===== src/rtl/memory_sdp_clr.sv =====
// memory_sdp_clr: simple dual-port RAM (one write port, one read port) that
// zeroes itself with a one-word-per-cycle sweep after every reset.
// While the sweep runs, busy is high and user writes/reads are ignored.
// Optional build macro MEMORY_OUT_REG_EN adds an output register stage on
// dout/dout_valid (read latency 2 instead of 1).
module memory_sdp_clr #(
  parameter int DATA_WIDTH = 2,
  parameter int ADDR_WIDTH = 2,
  parameter int MEM_DEPTH  = 1 << ADDR_WIDTH
) (
  input  logic                  clk,
  input  logic                  rst,
  input  logic                  wr,
  input  logic [ADDR_WIDTH-1:0] waddr,
  input  logic [DATA_WIDTH-1:0] din,
  input  logic                  re,
  input  logic [ADDR_WIDTH-1:0] raddr,
  output logic [DATA_WIDTH-1:0] dout,
  output logic                  dout_valid,
  output logic                  busy
);

  typedef enum logic {
    CLEAR = 1'b0,
    RUN   = 1'b1
  } state_t;

  // Last address touched by the sweep, and the depth widened by one bit so
  // that out-of-range addresses can be detected for any legal depth.
  localparam logic [ADDR_WIDTH-1:0] LAST_ADDR = ADDR_WIDTH'(MEM_DEPTH - 1);
  localparam logic [ADDR_WIDTH:0]   DEPTH     = (ADDR_WIDTH + 1)'(MEM_DEPTH);

  state_t                  state;
  logic [ADDR_WIDTH-1:0]   clr_cnt;

  logic [DATA_WIDTH-1:0]   mem [0:MEM_DEPTH-1];

  logic                    wr_ok;
  logic                    rd_ok;
  logic                    bypass;

  logic                    mem_we;
  logic [ADDR_WIDTH-1:0]   mem_waddr;
  logic [DATA_WIDTH-1:0]   mem_wdata;

  logic [DATA_WIDTH-1:0]   rd_data;
  logic                    rd_valid;

  // User requests only count in RUN and only for addresses inside the array.
  assign wr_ok  = (state == RUN) && wr && ({1'b0, waddr} < DEPTH);
  assign rd_ok  = (state == RUN) && re && ({1'b0, raddr} < DEPTH);
  // Same-address write and read in one cycle returns the incoming data.
  assign bypass = wr_ok && (waddr == raddr);

  // Select the single memory write port source: sweep zeroes, or user data.
  always_comb begin
    // NOTE: every output of a combinational block gets a default first, so no
    // path through the block leaves a value unassigned and no latch is inferred.
    mem_we    = 1'b0;
    mem_waddr = waddr;
    mem_wdata = din;
    if (state == CLEAR) begin
      mem_we    = 1'b1;
      mem_waddr = clr_cnt;
      mem_wdata = '0;
    end else if (wr_ok) begin
      mem_we    = 1'b1;
    end
  end

  // Storage array write.
  always_ff @(posedge clk) begin
    // NOTE: the array has no reset; clearing is done by the sweep so the
    // storage can map onto plain RAM cells instead of resettable flops.
    if (mem_we) begin
      mem[mem_waddr] <= mem_wdata;
    end
  end

  // Sweep/run control FSM; busy is registered alongside the state.
  always_ff @(posedge clk or posedge rst) begin
    // NOTE: sequential state uses non-blocking assignments so every register
    // samples pre-edge values regardless of statement order.
    if (rst) begin
      state   <= CLEAR;
      clr_cnt <= '0;
      busy    <= 1'b1;
    end else begin
      case (state)
        CLEAR: begin
          if (clr_cnt == LAST_ADDR) begin
            state   <= RUN;
            busy    <= 1'b0;
            clr_cnt <= '0;
          end else begin
            clr_cnt <= clr_cnt + 1'b1;
          end
        end
        RUN: begin
          busy <= 1'b0;
        end
        default: begin
          state <= CLEAR;
          busy  <= 1'b1;
        end
      endcase
    end
  end

  // Read stage: capture data on an accepted read, hold it otherwise.
  always_ff @(posedge clk or posedge rst) begin
    if (rst) begin
      rd_data  <= '0;
      rd_valid <= 1'b0;
    end else begin
      rd_valid <= rd_ok;
      if (rd_ok) begin
        rd_data <= bypass ? din : mem[raddr];
      end
    end
  end

`ifdef MEMORY_OUT_REG_EN
  logic [DATA_WIDTH-1:0] dout_q;
  logic                  dout_valid_q;

  // Extra output pipeline stage.
  always_ff @(posedge clk or posedge rst) begin
    if (rst) begin
      dout_q       <= '0;
      dout_valid_q <= 1'b0;
    end else begin
      dout_q       <= rd_data;
      dout_valid_q <= rd_valid;
    end
  end

  assign dout       = dout_q;
  assign dout_valid = dout_valid_q;
`else
  assign dout       = rd_data;
  assign dout_valid = rd_valid;
`endif

endmodule


===== config.mk =====
export PLATFORM = sky130hd
export DESIGN_NAME = memory_sdp_clr
export DESIGN_NICKNAME = d
export VERILOG_FILES = /design/src/rtl/memory_sdp_clr.sv
export SDC_FILE = /design/constraint.sdc
export NUM_CORES = 1
export LEC_CHECK = 0
export ABC_AREA = 1
export CORE_UTILIZATION = 53
export DETAILED_ROUTE_END_ITERATION = 8
export GPL_TIMING_DRIVEN = 0
export HOLD_SLACK_MARGIN = 0.1
export MAX_ROUTING_LAYER = met4
export PLACE_DENSITY = 0.82
export SLEW_MARGIN = 30
export SYNTH_ARGS = -nofsm -noshare
export SYNTH_HDL_FRONTEND = slang
export SYNTH_SLANG_ARGS = --single-unit

===== constraint.sdc =====
create_clock -name clk -period 2.1 [get_ports clk]
set_input_delay 0.63 -clock clk [delete_from_list [all_inputs] [get_ports clk]]
set_output_delay 0.63 -clock clk [all_outputs]
set_load 0.05 [all_outputs]

# --- Word level (Yosys, flattened, before mapping) ---
# Memories as Yosys holds them, arrays and structs flattened. A register that Yosys moved wholly into a read port is not among the register bits.
# Cells that the tools add are included.
classes:
  n_addsub: 1
  n_eq_ne: 2
  muxes: 11
  bitwise_logic: 1
  reduce_logical: 2
ops:
  columns: ["cell", "n"]
  rows:
  - ["$mux W1", 7]
  - ["$mux W2", 3]
  - ["$add A2 B1 Y2 const B", 1]
  - ["$eq A2 B2 Y1 const B", 1]
  - ["$logic_and A1 B1 Y1", 2]
  - ["$ne A2 B1 Y1 const B", 1]
  - ["$pmux W1 S2", 1]
  - ["$not A1 Y1", 1]
word_totals:
  register_bits: 5
  mem_bits_rw: 8
  inputBits: 10
  output_inout_bits: 4
  wordCells: 22
  memories: 1
mem_list:
  columns: ["memory", "words", "word_bits", "rd", "rd_clocked_by_memory_dff", "write_ports", "line", "text"]
  rows:
  - ["mem", 4, 2, 1, 1, 1, "36", "logic [DATA_WIDTH-1:0] mem [0:MEM_DEPTH-1];"]

# --- Depth between registers and ports, before layout ---
# Gate-level depths: netlist of run 1.
depth:
  ltp_word: 5
  depth_mapped: 10
  mapped_depth_nobuf: 9

# --- Least setup slack after synthesis of run 1 ---
# OpenSTA, ideal clock, no wires.
synth_timing:
  kind: "input to register"
  start: "input waddr[1]"
  end: "memory mem[1][0], enable pin"
  setup_ns: 0.309
  t_arrival_ns: 0.997
  required_ns: 1.791
  slack_ns: 0.795
  stages: 5
  path_buffers: 0
  cell_sequence: "inv_1 nand2_2 nand2_2 nand2_1 nor2_1"
synth_via:
  elab_chain_len: 1
synth_lines:
  columns: ["element", "line", "text"]
  rows:
  - ["start, declared", "14", "input logic [ADDR_WIDTH-1:0] waddr,"]
  - ["$mux W2", "62", "if (state == CLEAR) begin"]
  - ["end, declared", "36", null]
# Every way passes these cells.

# --- Final worst setup path of run 1 ---
layout_timing:
  start: "register rd_data[1] (netlist: dout[1]), read port of mem"
  end: "output dout[1]"
layout_lines:
  columns: ["element", "line", "text"]
  rows:
  - ["start, declared", "46", "logic [DATA_WIDTH-1:0] rd_data;"]
  - ["end, declared", "18", "output logic [DATA_WIDTH-1:0] dout,"]
# No word-level cell between the ends.

==> impl_metrics.toml, run 1 <==
[detailed_routing]
met3_length_um = 34
routed_wl_um = 1390
met2_wirelength_um = 664
detail-route-antenna-nets = 0
routed_via_density = 4.89
drt-met1-wl_um = 663
drt-initial-drc-count = 18
drc_errors = 0
vias = 582
top_layer = "met4"
drt-wirelength-per-cell_um = 11.7
first_pass_iters = 4

[synthesis]
synth_compound_area_frac = 0.00638
synth_area_per_cell_um2 = 9.02
synth_cells = 87
synth_seq_area_share = 0.531
synth_top_family_by_area = "simple AND/OR/NAND/NOR gates"
synth_xor_area_frac = 0
yosysWarnings = 0
syn_nets = 98
synth_area_um2 = 785
synthAdderAreaFrac = 0.0159
synthMuxAreaShare = 0.0128
synth_seq_cells = 15
yosys.area_share.simple = 0.352
synth_cell_type_count = 18

[grt]
track_usage = 0.211
grt-ovfl-total = 0
grt_pass1_vias = 521
grt_max_degree = 10
antenna_found_initial = 0
grt_pass1_wl_um = 2030

[floorplanning]
die-height_um = 40.5
die_w_um = 40.5
dieArea_um2 = 1640
rows = 13
ioPinCount = 14
initial_core_util = 0.588
coreArea_um2 = 1330

[layout]
insertedDiodeCount = 0
final_nets = 116
nFillCells = 111
postLayoutCellArea_um2 = 958
seqCellArea_um2 = 417
drive_gt1_frac = 0.202
multiInputGateArea_um2 = 304
layout_common_cells = "26 x nand2_1, 12 x clkdlybuf4s50_1, 11 x nand3_1"
final_common_cell = "nand2_1"
area_growth_pct = 22.2
fin_util = 0.719

[placement]
place_area_um2 = 933
port-buffer-count = 13
gp_congestion = 0.852
post-dp-hpwl_um = 1100

[sta]
slew_headroom = 0.657
hold_viol_final = 0
fmax_mhz = 485
fin_tns_setup_ns = 0
fin_crit_sh = 0.981
fin_crit_ns = 2.06
rsz0062_at_grt = "false"
tightest_slew_ns = 0.516
finalMaxSlewViolations = 0
skew_ns = 0.00338
final-setup-viol-count = 0
hold_slack_ns = 0.452

[power_and_ir_drop]
ir_drop_mv = 0.487
p_per_area_nw_per_um2 = 615
power_leakage_uw = 0.000462
finalPower_uw = 589

[worst_setup_path]
worst_path_largest_cell_delay_ns = 0.80
crit_required_ns = 1.47
critical-path-slowest-cell = "clkdlybuf4s50_1"
worstPathMaxFanout = 2
cpLargestDelayFamily = "buffers and inverters"
worstSetupStartpointType = "flop"
crit_chain = "clkdlybuf4s50_1"
worstPathBufferInverterCount = 1
path_class = "reg -> out"
cp.arrival_ns = 1.43
end_kind = "primary output"

[clocking]
clk_path_buf_depth = 2
cts-buffers-inserted = 3
cts_hold_buf = 0
cts_tree = "built"
clk_latency_ns = 0.28
clk_pin_slew_ns = 0.08
post-cts-setup-buffers = 0
cts_htree_levels = 1
root_buffer = "clkbuf_4"
clkSinkCount = 15

[flow_run]
drv_cap = 0

[worst_hold_path]
hold_class = "reg -> reg"

[outcome]
outcome = "completed"
-- metal layers --
| layer | track usage | vias up |
|---|---|---|
| met2 | 0.365 | 8 |
| met5 | - | - |
| met1 | 0.213 | 259 |
| met4 | 0.125 | 0 |
| met3 | 0.0500 | 5 |
| li1 | - | 310 |
-- metrics by stage --
stage	setup WS, ns	std cells
after global placement	0.163	115
after floorplan	0.795	87
after detailed placement	0.150	115
after CTS	0.0366	119
after global routing	0.00690	119
final	0.0396	119
-- cell usage after synthesis, drive strengths merged --
cell type | n | area, µm²
or2 | 1 | 6.26
inv | 12 | 52.6
ha | 1 | 12.5
nand3 | 13 | 75.1
nand2 | 35 | 164
o21ai | 1 | 5.00
edfxtp | 8 | 240
mux2i | 1 | 10.0
buf | 1 | 11.3
nor2 | 7 | 31.3
dfstp | 1 | 26.3
dfrtp | 6 | 150
-- layout make-up --
| cell class | count | share of cell area |
|---|---|---|
| clock buffers | 4 | 0.0274 |
| plain buffers | 1 | 0.0117 |
| multi-input cells | 59 | 0.317 |
| flip-flops and latches | 15 | 0.435 |
| well taps | 15 | 0.0196 |
| repair buffers | 13 | 0.134 |
| inverters | 12 | 0.0548 |
-- logic make-up (layout without fill, tap and decap cells) --
logic type	after synthesis	in the layout
buffers and inverters	13	30
AOI/OAI and AO/OA	1	1
adders and majority gates	1	1
muxes	1	1
DFF	15	15
and+or+nand+nor	56	56
-- repair_timing --
| action | 4_1_cts | 5_1_grt |
|---|---|---|
| setup endpoints to repair | 1 | 0 |
| hold endpoints to repair | 0 | 0 |
| gates resized for setup | 1 | 0 |
-- path summary, 6_finish.rpt --
| kind | cells after the start | endpoint | from | slack (ns) |
|---|---|---|---|---|
| min in group asynchronous | 2 | clr_cnt[1] | rst | 0.56 |
| setup reg to reg | 6 | mem[1][0] | state | 0.82 |
| max in group asynchronous | 2 | busy | rst | 1.26 |
| setup / recovery | 1 | dout[1] | dout[1] | 0.04 |
| hold reg to reg | 2 | busy | busy | 0.45 |
| hold / removal | 2 | busy | busy | 0.45 |
-- report_power, final --
part	internal (µW)	switching, µW
Combinational	40.6	62.7
Clock	73.8	89.7
Sequential	320	2.89
-- worst min-delay path: stages (launching register included) --
cell and delay [ns]:
dfstp_2 0.37, inv_1 0.05, nor2_1 0.04
-- state kept, by name (all words and copies together), names as in the netlist --
name and count:
dout_valid 1, state 1, mem 8, busy 1, dout 2, clr_cnt 2
Power figures use the tool's default switching activity.
==> run 2, diff against run 1 <==
--- a/config.mk
+++ b/config.mk
@@ -12,6 +12,7 @@
 export HOLD_SLACK_MARGIN = 0.1
 export MAX_ROUTING_LAYER = met4
 export PLACE_DENSITY = 0.82
+export SETUP_SLACK_MARGIN = 0.4
 export SLEW_MARGIN = 30
 export SYNTH_ARGS = -nofsm -noshare
 export SYNTH_HDL_FRONTEND = slang
==> impl_metrics.toml, run 2 (synthesis gave the netlist of run 1 again) <==
[worst_setup_path]
crit_chain = "buf_4"
r2r_slack_ns = 0.82
worst_path_largest_cell_delay_ns = 0.53
reg2reg_depth = 6
worstSetupStartpointType = "flop"
crit_required_ns = 1.47
critical-path-slowest-cell = "dfstp_2"
worstPathMaxFanout = 2
cpLargestDelayFamily = "flip-flops"
end_kind = "primary output"
r2r_start = "state"
r2r_end = "mem[1][0]"
path_class = "reg -> out"
cp.arrival_ns = 1.01
path_depth = 1
worstPathBufferInverterCount = 1

[power_and_ir_drop]
p_sw_uw = 157
power_leakage_uw = 0.000462
comb_power_share = 0.173
ir_drop_mv = 0.490
p_per_area_nw_per_um2 = 613
p_int_uw = 432
seqPwrFrac = 0.548
power_frac_clock = 0.280
sw_frac_of_total = 0.266

[placement]
gp_congestion = 0.852
port-buffer-count = 13
placed_cells_incl_taps = 115
post-dp-hpwl_um = 1100

[grt]
grt-ovfl-total = 0
grt_pass1_vias = 527
track_usage = 0.212
antenna_found_initial = 0
grt_pass1_wl_um = 2040
grt_max_degree = 10

[worst_hold_path]
whs_path_depth = 2
hold_path_startpoint = "busy"
hold_path_end = "busy"
hold_class = "reg -> reg"

[layout]
regMostFlops = "mem"
fin_cells = 119
fin_util = 0.720
area_growth_pct = 22.5
final_common_cell = "nand2_1"
final_nets = 116
drive_gt1_frac = 0.240
insertedDiodeCount = 0
largest_reg_flops = 8
layout_common_cells = "26 x nand2_1, 11 x nand3_1, 9 x inv_1, 9 x clkdlybuf4s50_1, 8 x edfxtp_1"

[detailed_routing]
routed_wl_um = 1390
routed_via_density = 4.97
vias = 591
drc_errors = 0
drt-initial-drc-count = 19
drt-wirelength-per-cell_um = 11.7
first_pass_iters = 4
detail-route-antenna-nets = 0

[clocking]
clkSinkCount = 15
root_buffer = "clkbuf_4"
cts_htree_levels = 1
cts_tree = "built"
clk_pin_slew_ns = 0.08
cts-buffers-inserted = 3
clk_latency_ns = 0.28
clk_path_buf_depth = 2

[floorplanning]
ioPinCount = 14
coreArea_um2 = 1330
die-height_um = 40.5
initial_core_util = 0.588
die_w_um = 40.5
dieArea_um2 = 1640
rows = 13

[flow_run]
drv_cap = 0

[sta]
skew_ns = 0.00208
tightest_slew_ns = 0.278
finalMaxSlewViolations = 0
fin_tns_setup_ns = 0
fin_crit_ns = 1.64
slew_headroom = 0.814
fin_crit_sh = 0.780
hold_viol_final = 0
fmax_mhz = 611
final-setup-viol-count = 0
rsz0062_at_grt = "false"

[outcome]
outcome = "completed"
-- run 2: repair_timing --
| action | 4_1_cts | 5_1_grt |
|---|---|---|
| setup endpoints to repair | 4 | 1 |
| endpoints found under the hold margin | 0 | 0 |
| resized for setup | 14 | 2 |
| hold buffers | 0 | 0 |
| setup buffers | 0 | 0 |
-- run 2: metrics by stage --
stage          setup slack, ns  hold WS, ns  cell area (µm²)  total power (µW)
2_1_floorplan            0.795        0.433              785               392
3_3_place_gp             0.163        0.430              933               431
3_5_place_dp             0.150        0.444              933               433
4_1_cts                  0.391        0.456              958               591
5_1_grt                  0.423        0.483              961               612
6_report                 0.462        0.454              961               589
-- run 2: worst min-delay path: stages, from the launching register on --
cell	delay, ns
dfstp_2	0.37
inv_1	0.05
nor2_1	0.04
-- run 2: final cells by class --
type / count / area (µm²)
Fill cell: 109 / 373
Sequential cell: 15 / 417
Buffer: 1 / 11.3
Tap cell: 15 / 18.8
Multi-Input combinational cell: 59 / 304
Timing Repair Buffer: 13 / 131
Inverter: 12 / 52.6
Clock buffer: 4 / 26.3
-- run 2: per-layer routing --
layer  up-vias  share of wire  track usage
li1        311              -            -
met1       265           0.47        0.213
met2        10           0.48        0.369
met3         5          0.028       0.0500
met4         0          0.019        0.125
met5         -              0            -
-- run 2: power by group through the flow --
stage	logic (µW)	registers (µW)	clock network (µW)
final	102	323	165
after global placement	102	329	0
after detailed placement	103	329	0
after global routing	111	324	177
after CTS	102	323	166
after floorplan	41.7	350	0
-- run 2: worst max path at each step --
| stage | from | to | slack (ns) |
|---|---|---|---|
| after floorplan | waddr[1] | mem[1][0] | 0.79 |
| after global placement | busy | busy | 0.16 |
| after detailed placement | busy | busy | 0.15 |
| after CTS | busy | busy | 0.39 |
| after global routing | busy | busy | 0.42 |
| final | busy | busy | 0.46 |
